File: src/rtl/mux_scan_sequencer.sv
// mux_scan_sequencer: drives the select lines of an 8:1 channel mux, walking
// the enabled channels in ascending order. Each mux sample is registered and
// offered as a (channel, data) pair on a valid/ready stream. The bench can run
// a single pass or scan continuously until stopped.
`timescale 1ns/1ps

module mux_scan_sequencer #(
    parameter int DW  = 4,
    parameter int NCH = 8
) (
    input  logic           clk,
    input  logic           rst_n,
    input  logic           start,
    input  logic           stop,
    input  logic           cont,
    input  logic [NCH-1:0] ch_mask,
    output logic [2:0]     sel,
    input  logic [DW-1:0]  mux_f,
    output logic [DW-1:0]  out_data,
    output logic [2:0]     out_ch,
    output logic           out_valid,
    input  logic           out_ready,
    output logic           busy,
    output logic           done
);

    typedef enum logic [1:0] {IDLE, SELECT, SEND} state_t;

    state_t         state;
    logic [2:0]     ch;
    logic [NCH-1:0] mask_q;
    logic           cont_q;
    logic           stop_q;

    // {found, index} of the lowest set bit of m
    function automatic logic [3:0] lowest_ch(input logic [NCH-1:0] m);
        logic [3:0] r;
        r = '0;
        for (int k = NCH - 1; k >= 0; k--) begin
            if (m[k]) r = {1'b1, 3'(k)};
        end
        return r;
    endfunction

    // {found, index} of the lowest set bit of m strictly above channel c
    function automatic logic [3:0] next_ch(input logic [NCH-1:0] m, input logic [2:0] c);
        logic [3:0] r;
        r = '0;
        for (int k = NCH - 1; k >= 0; k--) begin
            if (m[k] && (k > int'(c))) r = {1'b1, 3'(k)};
        end
        return r;
    endfunction

    logic [3:0] first_sel;  // first channel of a new scan, from the live mask
    logic [3:0] above_sel;  // next channel in the current pass
    logic [3:0] wrap_sel;   // first channel of the next pass in continuous mode

    assign first_sel = lowest_ch(ch_mask);
    assign above_sel = next_ch(mask_q, ch);
    assign wrap_sel  = lowest_ch(mask_q);

    // Scan FSM with all outputs registered; sel mirrors ch while busy
    always_ff @(posedge clk or negedge rst_n) begin
        if (!rst_n) begin
            state     <= IDLE;
            ch        <= '0;
            sel       <= '0;
            out_data  <= '0;
            out_ch    <= '0;
            out_valid <= 1'b0;
            busy      <= 1'b0;
            done      <= 1'b0;
            mask_q    <= '0;
            cont_q    <= 1'b0;
            stop_q    <= 1'b0;
        end else begin
            done <= 1'b0;
            // stop is remembered and only consulted at the wrap decision
            if (busy && stop) stop_q <= 1'b1;

            case (state)
                IDLE: begin
                    sel <= '0;
                    if (start) begin
                        mask_q <= ch_mask;
                        cont_q <= cont;
                        if (!first_sel[3]) begin
                            done <= 1'b1;
                        end else begin
                            ch    <= first_sel[2:0];
                            sel   <= first_sel[2:0];
                            busy  <= 1'b1;
                            state <= SELECT;
                        end
                    end
                end

                SELECT: begin
                    // mux_f has settled on sel=ch for a full cycle
                    out_data  <= mux_f;
                    out_ch    <= ch;
                    out_valid <= 1'b1;
                    state     <= SEND;
                end

                SEND: begin
                    if (out_valid && out_ready) begin
                        out_valid <= 1'b0;
                        if (above_sel[3]) begin
                            ch    <= above_sel[2:0];
                            sel   <= above_sel[2:0];
                            state <= SELECT;
                        end else if (cont_q && !stop_q && wrap_sel[3]) begin
                            ch    <= wrap_sel[2:0];
                            sel   <= wrap_sel[2:0];
                            state <= SELECT;
                        end else begin
                            done   <= 1'b1;
                            busy   <= 1'b0;
                            sel    <= '0;
                            stop_q <= 1'b0;
                            state  <= IDLE;
                        end
                    end
                end

                default: begin
                    busy  <= 1'b0;
                    sel   <= '0;
                    state <= IDLE;
                end
            endcase
        end
    end

endmodule

File: config.mk
export PLATFORM = sky130hd
export DESIGN_NAME = mux_scan_sequencer
export DESIGN_NICKNAME = d
export VERILOG_FILES = /design/src/rtl/mux_scan_sequencer.sv
export SDC_FILE = /design/constraint.sdc
export NUM_CORES = 1
export LEC_CHECK = 0
export ABC_CLOCK_PERIOD_IN_PS = 2500
export CORE_ASPECT_RATIO = 0.5
export CORE_MARGIN = 1
export CORE_UTILIZATION = 50
export CTS_CLUSTER_DIAMETER = 30
export DETAILED_ROUTE_END_ITERATION = 8
export PLACE_DENSITY_LB_ADDON = 0.2
export SYNTH_ARGS = -nofsm -noshare
export SYNTH_HDL_FRONTEND = slang
export SYNTH_SLANG_ARGS = --single-unit
File: constraint.sdc
create_clock -name clk -period 2.5 [get_ports clk]
set_input_delay 0.5 -clock clk [delete_from_list [all_inputs] [get_ports clk]]
set_output_delay 0.5 -clock clk [all_outputs]
set_load 0.005 [all_outputs]
======== After elaboration in Yosys (flattened, before gate mapping) ========
Index checks and enable logic that the tools add are counted.
Widths: inputs -> output; s select.
cells by class
  $lt $le $gt $ge ......................... 7
  equal/unequal tests ..................... 8
  multiplexer cells ....................... 60
  bitwise operators ....................... 1
  reductions and logical operators ........ 21
operators with widths
  kind                number
  $mux 4              23
  $mux 3              10
  $mux 1              18
  $gt 3x3->1 const A  4
  $logic_and 1x1->1   11
  $ne 2x2->1 const B  5
  $pmux 3 s3          1
  $gt 2x3->1 const A  2
  $mux 2              3
  $pmux 2 s3          1
  $pmux 3 s2          1
  $reduce_and 2->1    3
  $reduce_and 6->1    1
  $reduce_and 5->1    1
  $pmux 1 s2          2
  $reduce_bool 2->1   2
  $gt 1x3->1 const A  1
  $ne 3x3->1 const B  1
  $pmux 1 s3          1
  $reduce_and 3->1    1
  $eq 2x1->1 const B  1
  $eq 2x2->1 const B  1
  $logic_not 2->1     1
  $logic_not 1->1     1
  $not 1->1           1
word-level totals
  register bits after elaboration ......... 28
  bits of input ports ..................... 18
  output and inout port bits .............. 13
  logic and storage cells ................. 108

======== Logic depth before layout (Yosys ltp) ========
Gate-level depths: netlist of run 1.
  word-level depth ........................ 13
  mapped depth ............................ 8
  depth with buffers taken out ............ 6

======== Least setup slack after synthesis of run 1 ========
No wires, ideal clock.
  kind .................................... reg2reg
  start point ............................. reg mask_q[4]
  end point ............................... reg ch[2]
  library setup time ...................... 125 ps
  arrival ................................. 1769 ps
  required time ........................... 2375 ps
  setup slack ............................. 606 ps
  cell stages (with the launch flop) ...... 7
  buffers on the path ..................... 0
  period minus slack after synthesis ...... 1894 ps
  cells stage by stage .................... dfrtp_1 or4_4 o21ai_2 nand3_2 nor2_4 o41ai_4 mux2_4
on the way
  word-level cells in the longest chain between the ends .. 9
  elaborated cells on any way between the ends .. 17
  those cells by class .................... eq/ne (1); mux (13); reduce/logical (3)
RTL lines
  what                      line  text
  start: declaration        31    logic [NCH-1:0] mask_q;
  start signal: assignment  86    mask_q <= ch_mask;
  $mux 4 (5 in series)      40    if (m[k]) r = {1'b1, 3'(k)};
  $mux 3                    114   end else if (cont_q && !stop_q && wrap_sel[3]) begin
  $mux 3                    110   if (above_sel[3]) begin
  $mux 3                    108   if (out_valid && out_ready) begin
  $pmux 3 s2                82    case (state)
  end signal: assignment    91    ch <= first_sel[2:0];
  end signal: assignment    111   ch <= above_sel[2:0];
  end signal: assignment    115   ch <= wrap_sel[2:0];
  end: declaration          30    logic [2:0] ch;
Several ways; a longest one is shown, not always the timed one. The select of a mux whose other input is x is not followed.
A chain may end at the register's enable or synchronous reset.

======== Worst setup path in the final report of run 1 ========
Ends and elaborated chain as after synthesis.

==> flow_summary.json, run 1 <==
{
  "outcome": "finished, final reports clean",
  "max_slew.worst_pin.slew_ns": 0.4548,
  "synth_area_um2": 1526,
  "grt_max_degree": 29,
  "dp_hpwl_um": 2797,
  "ff2ff_setup_slack_ns": 0.41,
  "cpPeakStageDelay_ns": 0.57,
  "synth_edf_count": 0,
  "fin_crit_ns": 2.085,
  "antenna_found_initial": 0,
  "synth_top_flop_cell": "dfrtp_1",
  "synth_nets": 166,
  "min_delay_path_depth": 1,
  "start_util_pct": 55.53,
  "worstHoldPathType": "register to register",
  "routed_via_density": 5.986,
  "io_pins": 31,
  "fin_total_pwr_mw": 2.322,
  "place_congestion": 0.9203,
  "path_max_fanout": 7,
  "post-route-period-util_pct": 83.41,
  "drive_above_1_share_pct": 20.33,
  "cap_viol_max_count": 0,
  "worstHoldEndpoint": "sel[1]$_DFFE_PN0P_",
  "die_width_um": 80.14,
  "grt_pass1_wl_um": 5823,
  "root_buffer": "clkbuf_8",
  "io_buffers": 30,
  "cts_sinks": 28,
  "syn_avg_cell_area_um2": 10.31,
  "num_antenna_cells": 0,
  "nets": 201,
  "drc": 0,
  "drtIter0Drc": 99,
  "crit_type": "register to register",
  "die_y_um": 41.07,
  "ys_ff_latch": 28,
  "power_leakage_nw": 0.8381,
  "dr.pass1.iters": 4,
  "clk_pin_slew_worst_paths_ns": 0.11,
  "holdCritStartpoint": "sel[1]$_DFFE_PN0P_",
  "crit_chain": "or4_4 -> o21ai_2 -> nand3_2 -> nor2_4 -> o41ai_4 -> mux2_4",
  "final_hold_viol_count": 0,
  "yosys.cell_types.count": 46,
  "placedCellCount": 215,
  "endpoint_kind": "register",
  "final_area_um2": 1964,
  "yosysWarnings": 0,
  "grt_pass1_vias": 1194,
  "num_vias": 1311,
  "gr-total-overflow": 0,
  "peakVddDrop_v": 0.0006736,
  "slew_headroom_pct": 68.90,
  "die-area_um2": 3291,
  "clk_latency_ns": 0.28,
  "power.density_nw_per_um2": 1182,
  "syn_to_final_growth_pct": 28.69,
  "setup_viol": 0,
  "cp.buffers_inverters": 0,
  "cts_resized": 0,
  "grtUsageTotal_pct": 25.10,
  "slowest_stage": "or4_4",
  "synth-seq-area-share_pct": 45.90,
  "htreeDepth": 1,
  "critPathRequiredTime_ns": 2.67,
  "grt_setup_unrepaired": "no",
  "rows": 13,
  "critical_path_arrival_ns": 2.26,
  "worst_r2r_path_depth": 6,
  "wl_per_cell_um": 17.06,
  "synthCells": 148,
  "finalNonFillerCells": 219,
  "routed_wl_um": 3737,
  "core_area_um2": 2749,
  "fmax_mhz": 479.5,
  "rr_endpoint": "ch[2]$_DFFE_PN0P_",
  "dpl_cell_area_um2": 1893,
  "hold_buffers": 0,
  "clock_path_buffers": 2,
  "clock_skew_ns": 0.007783,
  "worstSetupStartpointType": "register",
  "path_delay_family": "simple AND/OR/NAND/NOR gates",
  "slew_violations": 0,
  "async_flop_share_pct": 100.0,
  "timing.rr.start": "mask_q[4]$_DFFE_PN0P_",
  "finalSetupTns_ns": 0,
  "antenna_left": 0,
  "cts_buffers": 3,
  "cts_tree": "built",
  "post_cts_buffers": 0
}
[stage by stage]
step                      util (%)  hold WS, ns  setup slack (ns)
after global placement       68.87       0.4731            0.2385
after detailed placement     68.87       0.4761            0.2073
final                        71.46       0.4988            0.4146
after floorplan                  -       0.2044            0.6058
after global routing         71.46       0.5080            0.2960
after CTS                    71.46       0.4987            0.4295
[per-layer routing]
metal / vias up / wire [um] / global-route usage, %
met5: - / 0 / 0
met4: 0 / 14 / 7.143
met3: 4 / 336 / 8.444
met2: 62 / 1601 / 38.46
met1: 629 / 1784 / 34.28
li1: 616 / - / -
[placed cells by master, fill, tap and decap left out, drive strengths merged, types with 2 or more instances in the layout]
cell	n
a31oi	2
inv	7
or4	2
a21o	3
dfrtp	28
mux2	16
o31ai	2
nand2	13
o21bai	2
nand3	7
clkdlybuf4s50	30
o32a	2
a21oi	9
nor4	3
o21ai	9
buf	6
nor3b	2
nor2b	6
nor2	10
o31a	2
clkbuf	3
o211ai	2
[report_power, final]
| part | internal [mW] | total [mW] | switching, mW |
|---|---|---|---|
| sequential | 0.645 | 0.882 | 0.237 |
| combinational | 0.585 | 1.07 | 0.485 |
| clock | 0.215 | 0.370 | 0.155 |
| total | 1.44 | 2.32 | 0.877 |
[registers in the layout, summed over array words and instances (netlist names)]
register and count:
busy 1, mask_q 8, stop_q 1, out_ch 3
out_valid 1, state 2, sel 3, ch 3
done 1, cont_q 1, out_data 4
[cell type report]
class	count	area [um^2]
clock buffers	3	41.29
clock inverters	1	30.03
fillers	208	784.5
inverters	7	26.28
multi-input cells	107	774.5
flip-flops and latches	28	700.7
well taps	37	46.29
repair buffers	36	345.3
[worst max path at each step]
stage / slack (ns) / startpoint / cells after the start / to
2_1_floorplan: 0.61 / mask_q[4]$_DFFE_PN0P_ / 6 / ch[2]$_DFFE_PN0P_
3_3_place_gp: 0.24 / ch_mask[4] / 6 / ch[2]$_DFFE_PN0P_
3_5_place_dp: 0.21 / ch_mask[3] / 6 / ch[2]$_DFFE_PN0P_
4_1_cts: 0.43 / mask_q[4]$_DFFE_PN0P_ / 6 / ch[2]$_DFFE_PN0P_
5_1_grt: 0.30 / ch[2]$_DFFE_PN0P_ / 6 / ch[2]$_DFFE_PN0P_
6_report: 0.41 / mask_q[4]$_DFFE_PN0P_ / 6 / ch[2]$_DFFE_PN0P_
[worst reg2reg max path, stage by stage, from the launching register on]
cell,delay [ns]
dfrtp_1,0.46
or4_4,0.57
o21ai_2,0.18
nand3_2,0.11
nor2_4,0.19
o41ai_4,0.14
mux2_4,0.32
[cells in the mapped netlist, types with 2 or more instances]
library cell	instances	area [um^2]
dfrtp_1	28	700.7
mux2_2	15	168.9
nand2_1	12	45.04
a21oi_1	9	45.04
nor2_1	9	33.78
inv_1	7	26.28
nor2b_1	6	37.54
o21ai_0	6	30.03
nand3_1	5	25.02
clkbuf_1	4	15.01
nor4_1	3	18.77
a21o_1	2	15.01
a31oi_1	2	12.51
buf_2	2	10.01
nand3_2	2	20.02
o211ai_1	2	15.01
o21ai_2	2	17.52
o21bai_1	2	15.01
o31ai_1	2	15.01
o32a_1	2	20.02
[logic make-up after synthesis]
logic type             Yosys count  share of synthesized area, %
buffers and inverters           13                         3.361
flip-flops                      28                         45.90
AO/OA/AOI/OAI                   41                         20.00
multiplexers                    16                         12.05
AND/OR/NAND/NOR                 50                         18.69
No activity file was read; power rests on OpenSTA's default activity.
==> inputs of run 2 (changes only) <==
Settings changed: ABC_CLOCK_PERIOD_IN_PS 2500 to 1900, CORE_UTILIZATION 50 to 46.
Clock period 2.5 ns to 1.9 ns, I/O delays scaled along.
==> flow_summary.json, run 2 (same netlist as run 1, synthesis figures left out) <==
{
  "outcome": "finished, violations left",
  "violations": "negative setup slack",
  "worst_r2r_path_depth": 6,
  "cts_sinks": 28,
  "cap_viol_max_count": 0,
  "crit_type": "register to register",
  "grt_pass1_wl_um": 6617,
  "crit_chain": "or4_4 -> o21ai_4 -> nand3_4 -> nor2_4 -> o41ai_4 -> mux2_4",
  "syn_to_final_growth_pct": 47.38,
  "path_max_fanout": 4,
  "critPathRequiredTime_ns": 2.08,
  "cpPeakStageDelay_ns": 0.57,
  "gr-total-overflow": 0,
  "htreeDepth": 1,
  "place_congestion": 0.8703,
  "slew_headroom_pct": 73.93,
  "largest_register": "mask_q",
  "routed_wl_um": 4063,
  "root_buffer": "clkbuf_8",
  "fillers": 234,
  "seq_area_um2": 704.4,
  "fmax_mhz": 515.6,
  "crit_start": "mask_q[7]$_DFFE_PN0P_",
  "antenna_found_initial": 0,
  "die_width_um": 83.47,
  "final_hold_viol_count": 0,
  "cts_tree": "built",
  "top_regs": "mask_q: 8 flops, out_data: 4 flops",
  "clock_path_buffers": 2,
  "ff2ff_setup_slack_ns": -0.04,
  "drive_above_1_share_pct": 35.85,
  "finalNonFillerCells": 252,
  "slew_violations": 0,
  "power_leakage_nw": 1.033,
  "grt_max_degree": 29,
  "holdCritStartpoint": "ch_mask[6]",
  "timing.rr.start": "mask_q[7]$_DFFE_PN0P_",
  "num_antenna_cells": 0,
  "drtIter0Drc": 121,
  "io_pins": 31,
  "fin_crit_ns": 1.940,
  "power.density_nw_per_um2": 1484,
  "final_common_cell": "buf_4",
  "antenna_left": 0,
  "multi_input_area_um2": 832.0,
  "wl_per_cell_um": 16.12,
  "grt_setup_unrepaired": "yes",
  "rows": 14,
  "die-area_um2": 3567,
  "largest_reg_flops": 8,
  "max_slew.worst_pin.slew_ns": 0.3898,
  "dp_hpwl_um": 3026,
  "num_vias": 1392,
  "met1_usage_pct": 34.13,
  "routed_via_density": 5.524,
  "dpl_cell_area_um2": 2092,
  "grt.busiest_layer": "met2",
  "clk_latency_ns": 0.29,
  "grt_use_met2_pct": 41.15,
  "critical_path_arrival_ns": 2.12,
  "rr_endpoint": "ch[2]$_DFFE_PN0P_",
  "die_y_um": 42.74,
  "start_util_pct": 49.51,
  "final_cell_mix": "buf_4 (35), clkdlybuf4s50_1 (27), dfrtp_1 (25)",
  "hold_buffers": 0,
  "slowest_stage": "or4_4",
  "peakVddDrop_v": 0.0007914,
  "endpoint_kind": "register",
  "grt.met3_usage_pct": 5.447,
  "worstSetupStartpointType": "register",
  "nets": 231,
  "cts_buffers": 3,
  "io_buffers": 30,
  "placedCellCount": 244,
  "clk_pin_slew_worst_paths_ns": 0.10,
  "core_area_um2": 3083,
  "final_area_um2": 2250,
  "clock_skew_ns": 0.006887,
  "setup_viol": 2,
  "dr.pass1.iters": 4,
  "post-route-period-util_pct": 102.1,
  "worstHoldPathType": "input port to register",
  "grt_pass1_vias": 1353,
  "final_core_util_pct": 72.97,
  "drc": 0,
  "grtUsageTotal_pct": 24.52,
  "setup_ws_ns": -0.03957,
  "cp-endpoint": "ch[2]$_DFFE_PN0P_"
}
[run 2: cell types whose count changed in the layout (fill, tap and decap cells not counted), moves of 2 or more]
cell             previous run  this run
nor2b_2                     0         2
dlymetal6s2s_1              0         3
buf_4                       6        35
dfrtp_1                    28        25
dfrtp_2                     0         3
clkdlybuf4s50_1            30        27
o21ai_4                     0         2
nor2b_1                     6         3
[run 2: worst max-delay path: cells and delay by family, from the launching register on]
kind	cells	cell delay, ns
flops	1	0.39
mux	1	0.30
compound gates	2	0.32
simple gates	3	0.83
[run 2: worst min path at each step]
stage	to	slack, ns	depth (start not counted)
global route	mask_q[6]$_DFFE_PN0P_	0.45	2
floorplan	busy$_DFFE_PN0P_	0.08	0
detailed placement	sel[0]$_DFFE_PN0P_	0.48	2
global placement	sel[1]$_DFFE_PN0P_	0.46	1
CTS	ch[1]$_DFFE_PN0P_	0.49	2
finish	mask_q[6]$_DFFE_PN0P_	0.43	2
[run 2: stage by stage]
stage                     total power, mW  TNS [ns]  worst slack, ns  hold WS [ns]
after CTS                           3.193  -0.04188         -0.04188        0.4949
after floorplan                     1.969         0         0.005761       0.08441
after global placement              2.705   -0.8603          -0.2303        0.4606
after global routing                3.540   -0.2590         -0.09326        0.4548
final                               3.339  -0.04112         -0.03957        0.4337
after detailed placement            2.766    -1.082          -0.2835        0.4756
[run 2: metal layers]
layer,up-vias,wire (um)
met5,-,0
met3,6,203
li1,667,-
met4,0,25
met1,673,1956
met2,46,1878
[run 2: cell type report]
class	instances	share of cell area (%)
tap	40	2.225
multi-input combinational	107	36.99
timing repair buffer	66	25.86
sequential	28	31.31
inverter	7	1.168
clock buffer	4	2.447
[run 2: where the power goes]
part / switching, mW / internal (mW) / total [mW]
logic: 0.826 / 1.06 / 1.89
clock network: 0.199 / 0.186 / 0.386
registers: 0.213 / 0.853 / 1.07
[run 2: repair_timing]
action                     CTS  global route
resized for setup            3            16
pin swaps                    4             6
cloned                       0             0
setup buffers                1             3
setup endpoints to repair    2             7
==> inputs of run 3 (changes only) <==
Settings changed: ABC_CLOCK_PERIOD_IN_PS 1900 to unset.
==> results of run 3 <==
No change in the layout: final DEF, timing and power equal those of run 2.
